<file path="config.mk">
export PLATFORM = sky130hd
export DESIGN_NAME = scan_sequencer_flat
export DESIGN_NICKNAME = d
export VERILOG_FILES = /design/src/rtl/scan_sequencer_if.sv /design/src/rtl/scan_sequencer.sv /design/src/flat_wrapper.sv
export SDC_FILE = /design/constraint.sdc
export NUM_CORES = 1
export LEC_CHECK = 0
export ABC_CLOCK_PERIOD_IN_PS = 3400
export CELL_PAD_IN_SITES_DETAIL_PLACEMENT = 0
export CELL_PAD_IN_SITES_GLOBAL_PLACEMENT = 1
export CORE_MARGIN = 8
export CORE_UTILIZATION = 34
export DETAILED_ROUTE_END_ITERATION = 10
export GPL_TIMING_DRIVEN = 1
export HOLD_SLACK_MARGIN = 0.06
export PLACE_DENSITY_LB_ADDON = 0.2
export SYNTH_ARGS = -nofsm -noshare
export SYNTH_HDL_FRONTEND = slang
export SYNTH_SLANG_ARGS = --single-unit
export TNS_END_PERCENT = 100
</file>
<file path="constraint.sdc">
create_clock -name sq_clk_i -period 3.4 [get_ports sq_clk_i]
set_clock_uncertainty 0.1 [all_clocks]
set_input_delay 0.51 -clock sq_clk_i [delete_from_list [all_inputs] [get_ports sq_clk_i]]
set_output_delay 0.51 -clock sq_clk_i [all_outputs]
set_load 0.05 [all_outputs]
</file>
<file path="src/rtl/scan_sequencer_if.sv">
// Bundle of host request/status and line-counter control signals for scan_sequencer.
// The slave side is the sequencer; the master side is the host plus the line counter.
interface scan_sequencer_if;
  logic        sq_start;
  logic        sq_abort;
  logic [31:0] sq_line_len;
  logic [15:0] sq_num_lines;
  logic        cr_cof;
  logic [31:0] cr_dout;
  logic        cr_en;
  logic        cr_halt;
  logic        cr_rst;
  logic        cr_loadmax;
  logic [31:0] d_max;
  logic [15:0] sq_line_idx;
  logic [31:0] sq_line_cnt;
  logic        sq_line_stb;
  logic        sq_busy;
  logic        sq_done;
  logic        sq_err;

  modport master (
    output sq_start, sq_abort, sq_line_len, sq_num_lines, cr_cof, cr_dout,
    input  cr_en, cr_halt, cr_rst, cr_loadmax, d_max,
    input  sq_line_idx, sq_line_cnt, sq_line_stb, sq_busy, sq_done, sq_err
  );

  modport slave (
    input  sq_start, sq_abort, sq_line_len, sq_num_lines, cr_cof, cr_dout,
    output cr_en, cr_halt, cr_rst, cr_loadmax, d_max,
    output sq_line_idx, sq_line_cnt, sq_line_stb, sq_busy, sq_done, sq_err
  );
endinterface

</file>
<file path="src/rtl/scan_sequencer.sv">
// Multi-line scan sequencer: drives an external line counter through load/arm/run/stop
// for each line, inserts a dwell between lines, and guards every line with a timeout.
//
// state | meaning
// IDLE  | waiting for start; inputs latched on start
// LOAD  | reset line counter and load its limit
// ARM   | enable line counter, clear timeout
// RUN   | wait for counter limit flag or timeout
// STOP  | halt line counter, pick next step
// DWELL | idle gap between lines
// FIN   | one-cycle scan-complete pulse
module scan_sequencer #(
  parameter int unsigned DWELL_CYC   = 4,
  parameter int unsigned TIMEOUT_CYC = 1000000
) (
  input logic              sq_clk_i,
  input logic              sq_rst_i,
  scan_sequencer_if.slave  sq_if
);

  localparam int unsigned    TW         = $clog2(TIMEOUT_CYC);
  localparam logic [TW-1:0]  TMO_LAST   = TW'(TIMEOUT_CYC - 1);
  localparam logic [7:0]     DWELL_LAST = 8'(DWELL_CYC - 1);

  typedef enum logic [2:0] {
    S_IDLE,
    S_LOAD,
    S_ARM,
    S_RUN,
    S_STOP,
    S_DWELL,
    S_FIN
  } state_e;

  state_e        state_q, state_d;
  logic [31:0]   len_q, len_d;
  logic [15:0]   lines_q, lines_d;
  logic [15:0]   idx_q, idx_d;
  logic [31:0]   cnt_q, cnt_d;
  logic          stb_q, stb_d;
  logic          err_q, err_d;
  logic          kill_q, kill_d;
  logic [TW-1:0] tmo_q, tmo_d;
  logic [7:0]    dwell_q, dwell_d;

  always_ff @(posedge sq_clk_i) begin
    if (sq_rst_i) begin
      state_q <= S_IDLE;
      len_q   <= '0;
      lines_q <= '0;
      idx_q   <= '0;
      cnt_q   <= '0;
      stb_q   <= 1'b0;
      err_q   <= 1'b0;
      kill_q  <= 1'b0;
      tmo_q   <= '0;
      dwell_q <= '0;
    end else begin
      state_q <= state_d;
      len_q   <= len_d;
      lines_q <= lines_d;
      idx_q   <= idx_d;
      cnt_q   <= cnt_d;
      stb_q   <= stb_d;
      err_q   <= err_d;
      kill_q  <= kill_d;
      tmo_q   <= tmo_d;
      dwell_q <= dwell_d;
    end
  end

  always_comb begin
    state_d = state_q;
    len_d   = len_q;
    lines_d = lines_q;
    idx_d   = idx_q;
    cnt_d   = cnt_q;
    stb_d   = 1'b0;
    err_d   = err_q;
    kill_d  = kill_q;
    tmo_d   = tmo_q;
    dwell_d = dwell_q;

    case (state_q)
      S_IDLE: begin
        if (sq_if.sq_start) begin
          len_d   = sq_if.sq_line_len;
          lines_d = sq_if.sq_num_lines;
          err_d   = 1'b0;
          idx_d   = '0;
          kill_d  = 1'b0;
          state_d = (sq_if.sq_num_lines == 16'd0) ? S_FIN : S_LOAD;
        end
      end
      S_LOAD: begin
        if (sq_if.sq_abort) begin
          kill_d  = 1'b1;
          state_d = S_STOP;
        end else begin
          state_d = S_ARM;
        end
      end
      S_ARM: begin
        tmo_d = '0;
        if (sq_if.sq_abort) begin
          kill_d  = 1'b1;
          state_d = S_STOP;
        end else begin
          state_d = S_RUN;
        end
      end
      S_RUN: begin
        // Abort beats a same-cycle limit flag, which in turn beats the timeout.
        if (sq_if.sq_abort) begin
          kill_d  = 1'b1;
          state_d = S_STOP;
        end else if (sq_if.cr_cof) begin
          cnt_d   = sq_if.cr_dout;
          stb_d   = 1'b1;
          state_d = S_STOP;
        end else if (tmo_q == TMO_LAST) begin
          err_d   = 1'b1;
          kill_d  = 1'b1;
          state_d = S_STOP;
        end else begin
          tmo_d = tmo_q + 1'b1;
        end
      end
      S_STOP: begin
        if (kill_q) begin
          state_d = S_IDLE;
        end else if (idx_q == lines_q - 16'd1) begin
          state_d = S_FIN;
        end else begin
          idx_d   = idx_q + 16'd1;
          dwell_d = DWELL_LAST;
          state_d = S_DWELL;
        end
      end
      S_DWELL: begin
        if (sq_if.sq_abort) begin
          kill_d  = 1'b1;
          state_d = S_STOP;
        end else if (dwell_q == 8'd0) begin
          state_d = S_LOAD;
        end else begin
          dwell_d = dwell_q - 8'd1;
        end
      end
      S_FIN: begin
        state_d = S_IDLE;
      end
      default: begin
        state_d = S_IDLE;
      end
    endcase
  end

  assign sq_if.cr_rst      = (state_q == S_LOAD);
  assign sq_if.cr_loadmax  = (state_q == S_LOAD);
  assign sq_if.cr_en       = (state_q == S_ARM);
  assign sq_if.cr_halt     = (state_q == S_STOP);
  assign sq_if.sq_done     = (state_q == S_FIN);
  assign sq_if.sq_busy     = (state_q != S_IDLE);
  assign sq_if.d_max       = len_q;
  assign sq_if.sq_line_idx = idx_q;
  assign sq_if.sq_line_cnt = cnt_q;
  assign sq_if.sq_line_stb = stb_q;
  assign sq_if.sq_err      = err_q;

endmodule

</file>
<file path="src/flat_wrapper.sv">
// flat-port wrapper written by rule: the top's interface ports become plain ports
module scan_sequencer_flat 
#(
  parameter int unsigned DWELL_CYC   = 4,
  parameter int unsigned TIMEOUT_CYC = 1000000
)
  (sq_clk_i, sq_rst_i, sq_if_sq_start, sq_if_sq_abort, sq_if_sq_line_len, sq_if_sq_num_lines, sq_if_cr_cof, sq_if_cr_dout, sq_if_cr_en, sq_if_cr_halt, sq_if_cr_rst, sq_if_cr_loadmax, sq_if_d_max, sq_if_sq_line_idx, sq_if_sq_line_cnt, sq_if_sq_line_stb, sq_if_sq_busy, sq_if_sq_done, sq_if_sq_err);
  scan_sequencer_if sq_if_i ();
  input logic sq_clk_i;
  input logic sq_rst_i;
  input wire logic [$bits(sq_if_i.sq_start)-1:0] sq_if_sq_start;
  input wire logic [$bits(sq_if_i.sq_abort)-1:0] sq_if_sq_abort;
  input wire logic [$bits(sq_if_i.sq_line_len)-1:0] sq_if_sq_line_len;
  input wire logic [$bits(sq_if_i.sq_num_lines)-1:0] sq_if_sq_num_lines;
  input wire logic [$bits(sq_if_i.cr_cof)-1:0] sq_if_cr_cof;
  input wire logic [$bits(sq_if_i.cr_dout)-1:0] sq_if_cr_dout;
  output wire logic [$bits(sq_if_i.cr_en)-1:0] sq_if_cr_en;
  output wire logic [$bits(sq_if_i.cr_halt)-1:0] sq_if_cr_halt;
  output wire logic [$bits(sq_if_i.cr_rst)-1:0] sq_if_cr_rst;
  output wire logic [$bits(sq_if_i.cr_loadmax)-1:0] sq_if_cr_loadmax;
  output wire logic [$bits(sq_if_i.d_max)-1:0] sq_if_d_max;
  output wire logic [$bits(sq_if_i.sq_line_idx)-1:0] sq_if_sq_line_idx;
  output wire logic [$bits(sq_if_i.sq_line_cnt)-1:0] sq_if_sq_line_cnt;
  output wire logic [$bits(sq_if_i.sq_line_stb)-1:0] sq_if_sq_line_stb;
  output wire logic [$bits(sq_if_i.sq_busy)-1:0] sq_if_sq_busy;
  output wire logic [$bits(sq_if_i.sq_done)-1:0] sq_if_sq_done;
  output wire logic [$bits(sq_if_i.sq_err)-1:0] sq_if_sq_err;
  assign sq_if_i.sq_start = sq_if_sq_start;
  assign sq_if_i.sq_abort = sq_if_sq_abort;
  assign sq_if_i.sq_line_len = sq_if_sq_line_len;
  assign sq_if_i.sq_num_lines = sq_if_sq_num_lines;
  assign sq_if_i.cr_cof = sq_if_cr_cof;
  assign sq_if_i.cr_dout = sq_if_cr_dout;
  assign sq_if_cr_en = sq_if_i.cr_en;
  assign sq_if_cr_halt = sq_if_i.cr_halt;
  assign sq_if_cr_rst = sq_if_i.cr_rst;
  assign sq_if_cr_loadmax = sq_if_i.cr_loadmax;
  assign sq_if_d_max = sq_if_i.d_max;
  assign sq_if_sq_line_idx = sq_if_i.sq_line_idx;
  assign sq_if_sq_line_cnt = sq_if_i.sq_line_cnt;
  assign sq_if_sq_line_stb = sq_if_i.sq_line_stb;
  assign sq_if_sq_busy = sq_if_i.sq_busy;
  assign sq_if_sq_done = sq_if_i.sq_done;
  assign sq_if_sq_err = sq_if_i.sq_err;
  scan_sequencer #(.DWELL_CYC(DWELL_CYC), .TIMEOUT_CYC(TIMEOUT_CYC)) u_core (.sq_clk_i(sq_clk_i), .sq_rst_i(sq_rst_i), .sq_if(sq_if_i));
endmodule
</file>
## Word-level counts from Yosys, hierarchy flattened

Cells that the tools add are included.

- Bits in registers: 130
- Bits in latches: 0
- Memory bits (writable): 0
- ROM bits: 0
- Bits of input ports: 85
- Word-level logic and storage cells: 91
- Memories kept: 0

- Add/sub/neg operators: 4
- Multipliers: 0
- Divide/modulo/power cells: 0
- Magnitude comparators: 0
- Eq/ne operators: 22
- Shift-type cells: 0
- Mux-type cells: 34
- Bitwise gates (word level): 2
- Reduce and logical (&&, ||, !) cells: 19

Operators with widths:

| cell | count |
|---|---|
| $mux 20 | 3 |
| $mux 16 | 3 |
| $pmux 20 s2 | 1 |
| $mux 8 | 4 |
| $pmux 16 s2 | 1 |
| $mux 3 | 10 |
| $add 20x1->20 const B | 1 |
| $eq 20x20->1 const B | 1 |
| $pmux 3 s6 | 1 |
| $add 16x1->16 const B | 1 |
| $eq 16x16->1 | 1 |
| $logic_not 16->1 | 1 |
| $ne 2x2->1 const B | 8 |
| $pmux 8 s2 | 1 |
| $sub 16x1->16 const B | 1 |
| $reduce_and 5->1 | 3 |
| $eq 3x3->1 const B | 3 |
| $logic_not 8->1 | 1 |
| $reduce_and 4->1 | 2 |
| $reduce_bool 2->1 | 4 |
| $sub 8x1->8 const B | 1 |
| $mux 1 | 7 |
| $eq 3x2->1 const B | 2 |
| $ne 3x2->1 const B | 2 |
| 13 further kinds | 18 |

## Logic depth before layout (Yosys ltp)

- Depth in word-level cells: 5
- Depth in mapped cells: 12
- Depth with buffers taken out: 10

## Least setup slack after synthesis

OpenSTA, ideal clock, no wires.

- Path kind: register -> register
- Start point: register u_core.lines_q[0]
- End point: register u_core.idx_q[13] (netlist: u_core.sq_if.sq_line_idx[13])
- Setup time: 70 ps
- Data arrival time: 2706 ps
- Data required time: 3230 ps
- Path slack: 523 ps
- Stages on the path, launching flop included: 13
- Cells stage by stage: dfxtp_1 -> inv_1 -> ha_1 -> buf_4 -> or4b_4 -> nor3_2 -> o21bai_1 -> a311o_1 -> o211ai_2 -> nor4_4 -> buf_6 -> or4_1 -> a21oi_1

- Word-level cells in the longest chain between the ends: 4

RTL lines:

| what | line | source |
|---|---|---|
| start, declared | scan_sequencer.sv:37 | `logic [15:0] lines_q, lines_d;` |
| start signal, assigned | scan_sequencer.sv:61 | `lines_q <= lines_d;` |
| $sub 16x1->16 | scan_sequencer.sv:132 | `end else if (idx_q == lines_q - 16'd1) begin` |
| $eq 16x16->1 | scan_sequencer.sv:132 |  |
| $ne 2x2->1 (no source line) | - |  |
| $reduce_and 4->1 (no source line) | - |  |
| end signal, assigned | scan_sequencer.sv:62 | `idx_q <= idx_d;` |
| end, declared | scan_sequencer.sv:38 | `logic [15:0] idx_q, idx_d;` |

Every way passes these cells.
A chain may end at the register's enable or synchronous reset.

## Worst setup path in the final report

Ends and elaborated chain as after synthesis.

==> results.yml <==
sta:
  fmax_mhz: 308
  hold_viol_final: 0
  hold-worst-slack_ns: 0.347
  final-max-slew-violation-count: 0
  worst_slew_pin_slew_ns: 0.669
  finalSetupViolCount: 0
  relSlewSlack_pct: 55.4
  layout_worst_path_cycle_share_pct: 95.5
  finalWorstSetupSlack_ns: 0.154
  rsz0062_at_grt: "no"
  period_needed_ns: 3.25
  finalSetupTns_ns: 0
final_layout:
  most_common_cell_after_layout_fill_and_taps_aside: "sky130_fd_sc_hd__nand2_1"
  fillerInstances: 1696
  footprint_of_the_multi_input_gates_mm2: 0.00308
  insertedDiodeCount: 0
  instances_no_fill: 1155
  layout_common_cells: "191 x sky130_fd_sc_hd__nand2_1, 171 x sky130_fd_sc_hd__clkdlybuf4s50_1, 130 x sky130_fd_sc_hd__dfxtp_1"
  finish.net_count: 1007
  area_growth_syn_to_layout_pct: 41.7
  area.sequential_mm2: 0.00260
  drive_above_1_share_pct: 6.67
die:
  initial_core_util_pct: 34.5
  die_y_um: 148
  placement_rows: 48
  fp.dieArea_mm2: 0.0219
  die_w_um: 148
  ioPinCount: 173
  coreArea_mm2: 0.0172
routing:
  wl_met3_um: 1320
  firstDrtPassIters: 4
  drt_wl_total_um: 17900
  initial_drt_markers: 262
  met1Wirelength_um: 7850
  remaining_drc_errors: 0
  avg_vias_per_cell: 5.00
  vias: 5778
  ant_nets: 0
  detail_route.wl_per_cell_um: 15.5
  top_layer: "met4"
  dr_wl_met2_um: 8540
logic_synthesis:
  netlist_instances: 761
  post-synth-top-area-cell: "sky130_fd_sc_hd__dfxtp_1"
  ys.flop_type: "sky130_fd_sc_hd__dfxtp_1"
  postSynthAreaPerCell_um2: 7.80
  ys_seq_area_share_pct: 43.9
  yosys_register_bits: 130
  syn-cell-area_mm2: 0.00593
  synth_top_area_share_pct: 43.9
  syn_nets: 851
  share_of_flip_flops_with_an_asynchronous_set_or_reset_after_synthesis_pct: 0
  synthesis.yosys.warnings: 0
  netlist-cell-type-count: 62
  synth_top_cells_by_area: "sky130_fd_sc_hd__dfxtp_1 44%, sky130_fd_sc_hd__nand2_1 12%, sky130_fd_sc_hd__a21oi_1 9.4%"
  number_of_synthesized_flops_with_an_enable_pin: 0
power_and_ir_drop:
  power_switching_share_pct: 32.2
  power.ir.vdd_worst_v: 0.000310
  seq_pwr_share_pct: 36.3
  combinationalPowerShare_pct: 25.8
  clockPowerShare_pct: 37.9
  netSwitchingPower_mw: 1.53
  power_report.internal_total_mw: 3.22
  power_density_mw_per_mm2: 565
  power.leakage_nw: 2.95
placement:
  hpwl_um: 12900
  place.gp.congestion: 0.847
  place_inst: 1123
  io_buffer_count: 172
  place_worst_setup_slack_ns: 0.207
outcome:
  status: "completed"
worst_hold_path:
  worstHoldPathType: "reg -> reg"
critical_path:
  critPathCaptureType: "flop"
  critical_path_arrival_ns: 3.47
  worst_endpoint_required_time_ns: 3.63
  slowest_cell_on_crit_path: "sky130_fd_sc_hd__or4b_4"
  timing.reg2reg.setup_slack_ns: 0.15
  cp.buffers_inverters: 2
  critPathLaunchType: "flop"
  timing.critical_path.cells: "inv_1 -> ha_1 -> or4b_4 -> nor3_2 -> o21bai_1 -> a311o_1 -> o211ai_2 -> nor4_4 -> buf_12 -> or4_1 -> a21oi_1"
  critical-path-max-stage-delay_ns: 0.53
  cp_max_fo: 34
  cp_top_family: "simple AND/OR/NAND/NOR gates"
  crit_type: "reg -> reg"
clock_tree:
  cts_made_buffers: 17
  cts_repair_resize_count: 0
  cts_hold_buf: 0
  clk_pin_slew_ns: 0.06
  cts_setup_buffers: 0
  cts_tree: "done"
  clk_latency_ns: 0.41
  root_buffer_cell: "sky130_fd_sc_hd__clkbuf_16"
  clk_path_buf_depth: 2
  cts.sinks: 130
  htreeDepth: 4
global_routing:
  number_of_antenna_violations_at_the_first_check_in_global_routing: 0
  grt_pass1_vias: 5715
  grt_start_max_net_pins: 50
  globalRouteOverflowTotal: 0
  groute.usage.overall_pct: 16.3
  grt_pass1_wl_um: 29300
flow_run:
  maxCapViolCount: 0
-- cell usage after synthesis, types with 3 or more instances --
library cell,count
sky130_fd_sc_hd__o21ai_0,20
sky130_fd_sc_hd__or2_2,3
sky130_fd_sc_hd__a31oi_1,5
sky130_fd_sc_hd__nor4_1,9
sky130_fd_sc_hd__nor3_1,14
sky130_fd_sc_hd__nand2b_1,7
sky130_fd_sc_hd__o31ai_1,7
sky130_fd_sc_hd__and4_1,3
sky130_fd_sc_hd__a311oi_2,4
sky130_fd_sc_hd__or4_1,8
sky130_fd_sc_hd__nand3b_1,3
sky130_fd_sc_hd__xnor2_1,12
sky130_fd_sc_hd__or3_1,12
sky130_fd_sc_hd__dfxtp_1,130
sky130_fd_sc_hd__nand4_1,13
sky130_fd_sc_hd__and3_1,6
sky130_fd_sc_hd__inv_1,15
sky130_fd_sc_hd__nor3_2,3
sky130_fd_sc_hd__o211ai_1,4
sky130_fd_sc_hd__xor2_1,24
sky130_fd_sc_hd__nand3_1,13
sky130_fd_sc_hd__a21oi_1,111
sky130_fd_sc_hd__clkbuf_1,39
sky130_fd_sc_hd__nand2_1,191
sky130_fd_sc_hd__nor2_1,58
sky130_fd_sc_hd__ha_1,5
sky130_fd_sc_hd__a311oi_1,3
-- registers in the layout, indices dropped and copies added (netlist names), 3 cells and up --
name,cells
u_core.dwell_q,8
u_core.lines_q,16
u_core.sq_if.d_max,32
u_core.sq_if.sq_line_cnt,32
u_core.sq_if.sq_line_idx,16
u_core.state_q,3
u_core.tmo_q,20
-- logic make-up (layout without fill, tap and decap cells) --
logic type / Yosys count / count (layout) / share of synthesized area (%)
adder cells (fa/ha/maj): 5 / 5 / 1.05
AO/OA/AOI/OAI: 170 / 170 / 16.8
AND/OR/NAND/NOR: 357 / 357 / 28.1
buffers and inverters: 61 / 230 / 4.28
flip-flops: 130 / 130 / 43.9
multiplexers: 1 / 1 / 0.190
XOR/XNOR: 37 / 37 / 5.69
-- layer usage --
layer  vias up  global-route usage, %
met3        17                   6.08
met1      2690                   19.5
met4         0                   4.74
met2       142                   26.8
li1       2929                      -
met5         -                      0
-- power groups by stage --
stage / combinational [mW] / clock (mW) / sequential [mW]
floorplan: 0.669 / 0 / 1.91
global placement: 1.22 / 0 / 1.75
detailed placement: 1.23 / 0 / 1.76
CTS: 1.24 / 1.86 / 1.72
global route: 1.34 / 1.94 / 1.74
finish: 1.23 / 1.80 / 1.72
-- tightest hold or removal path, stage by stage (launching register included) --
cell and delay [ns]:
sky130_fd_sc_hd__dfxtp_1 0.31, sky130_fd_sc_hd__inv_1 0.05, sky130_fd_sc_hd__a21oi_1 0.05
-- stage by stage --
step                cell area, µm²  utilization [%]  power, mW
detailed placement            7830             45.6       2.99
finish                        8410             49.0       4.75
CTS                           8410             49.0       4.82
floorplan                     5930                -       2.58
global route                  8410             49.0       5.02
global placement              7830             45.6       2.97
-- area by class of cell --
| cell class | count | area share, % |
|---|---|---|
| inverters | 16 | 0.714 |
| well taps | 225 | 3.35 |
| clock inverters | 9 | 1.25 |
| repair buffers | 182 | 21.5 |
| flip-flops and latches | 130 | 30.9 |
| clock buffers | 23 | 5.68 |
| multi-input cells | 570 | 36.6 |
-- worst paths after layout --
| path | from | cells after the start | endpoint |
|---|---|---|---|
| worst max-delay path | u_core.lines_q[0] | 11 | u_core.sq_if.sq_line_idx[13] |
| worst min-delay path | u_core.sq_if.sq_err | 2 | u_core.sq_if.sq_err |
| worst max register to register | u_core.lines_q[0] | 11 | u_core.sq_if.sq_line_idx[13] |
| worst min register to register | u_core.sq_if.sq_err | 2 | u_core.sq_if.sq_err |
Note: power is estimated with default switching activity, not from simulation.
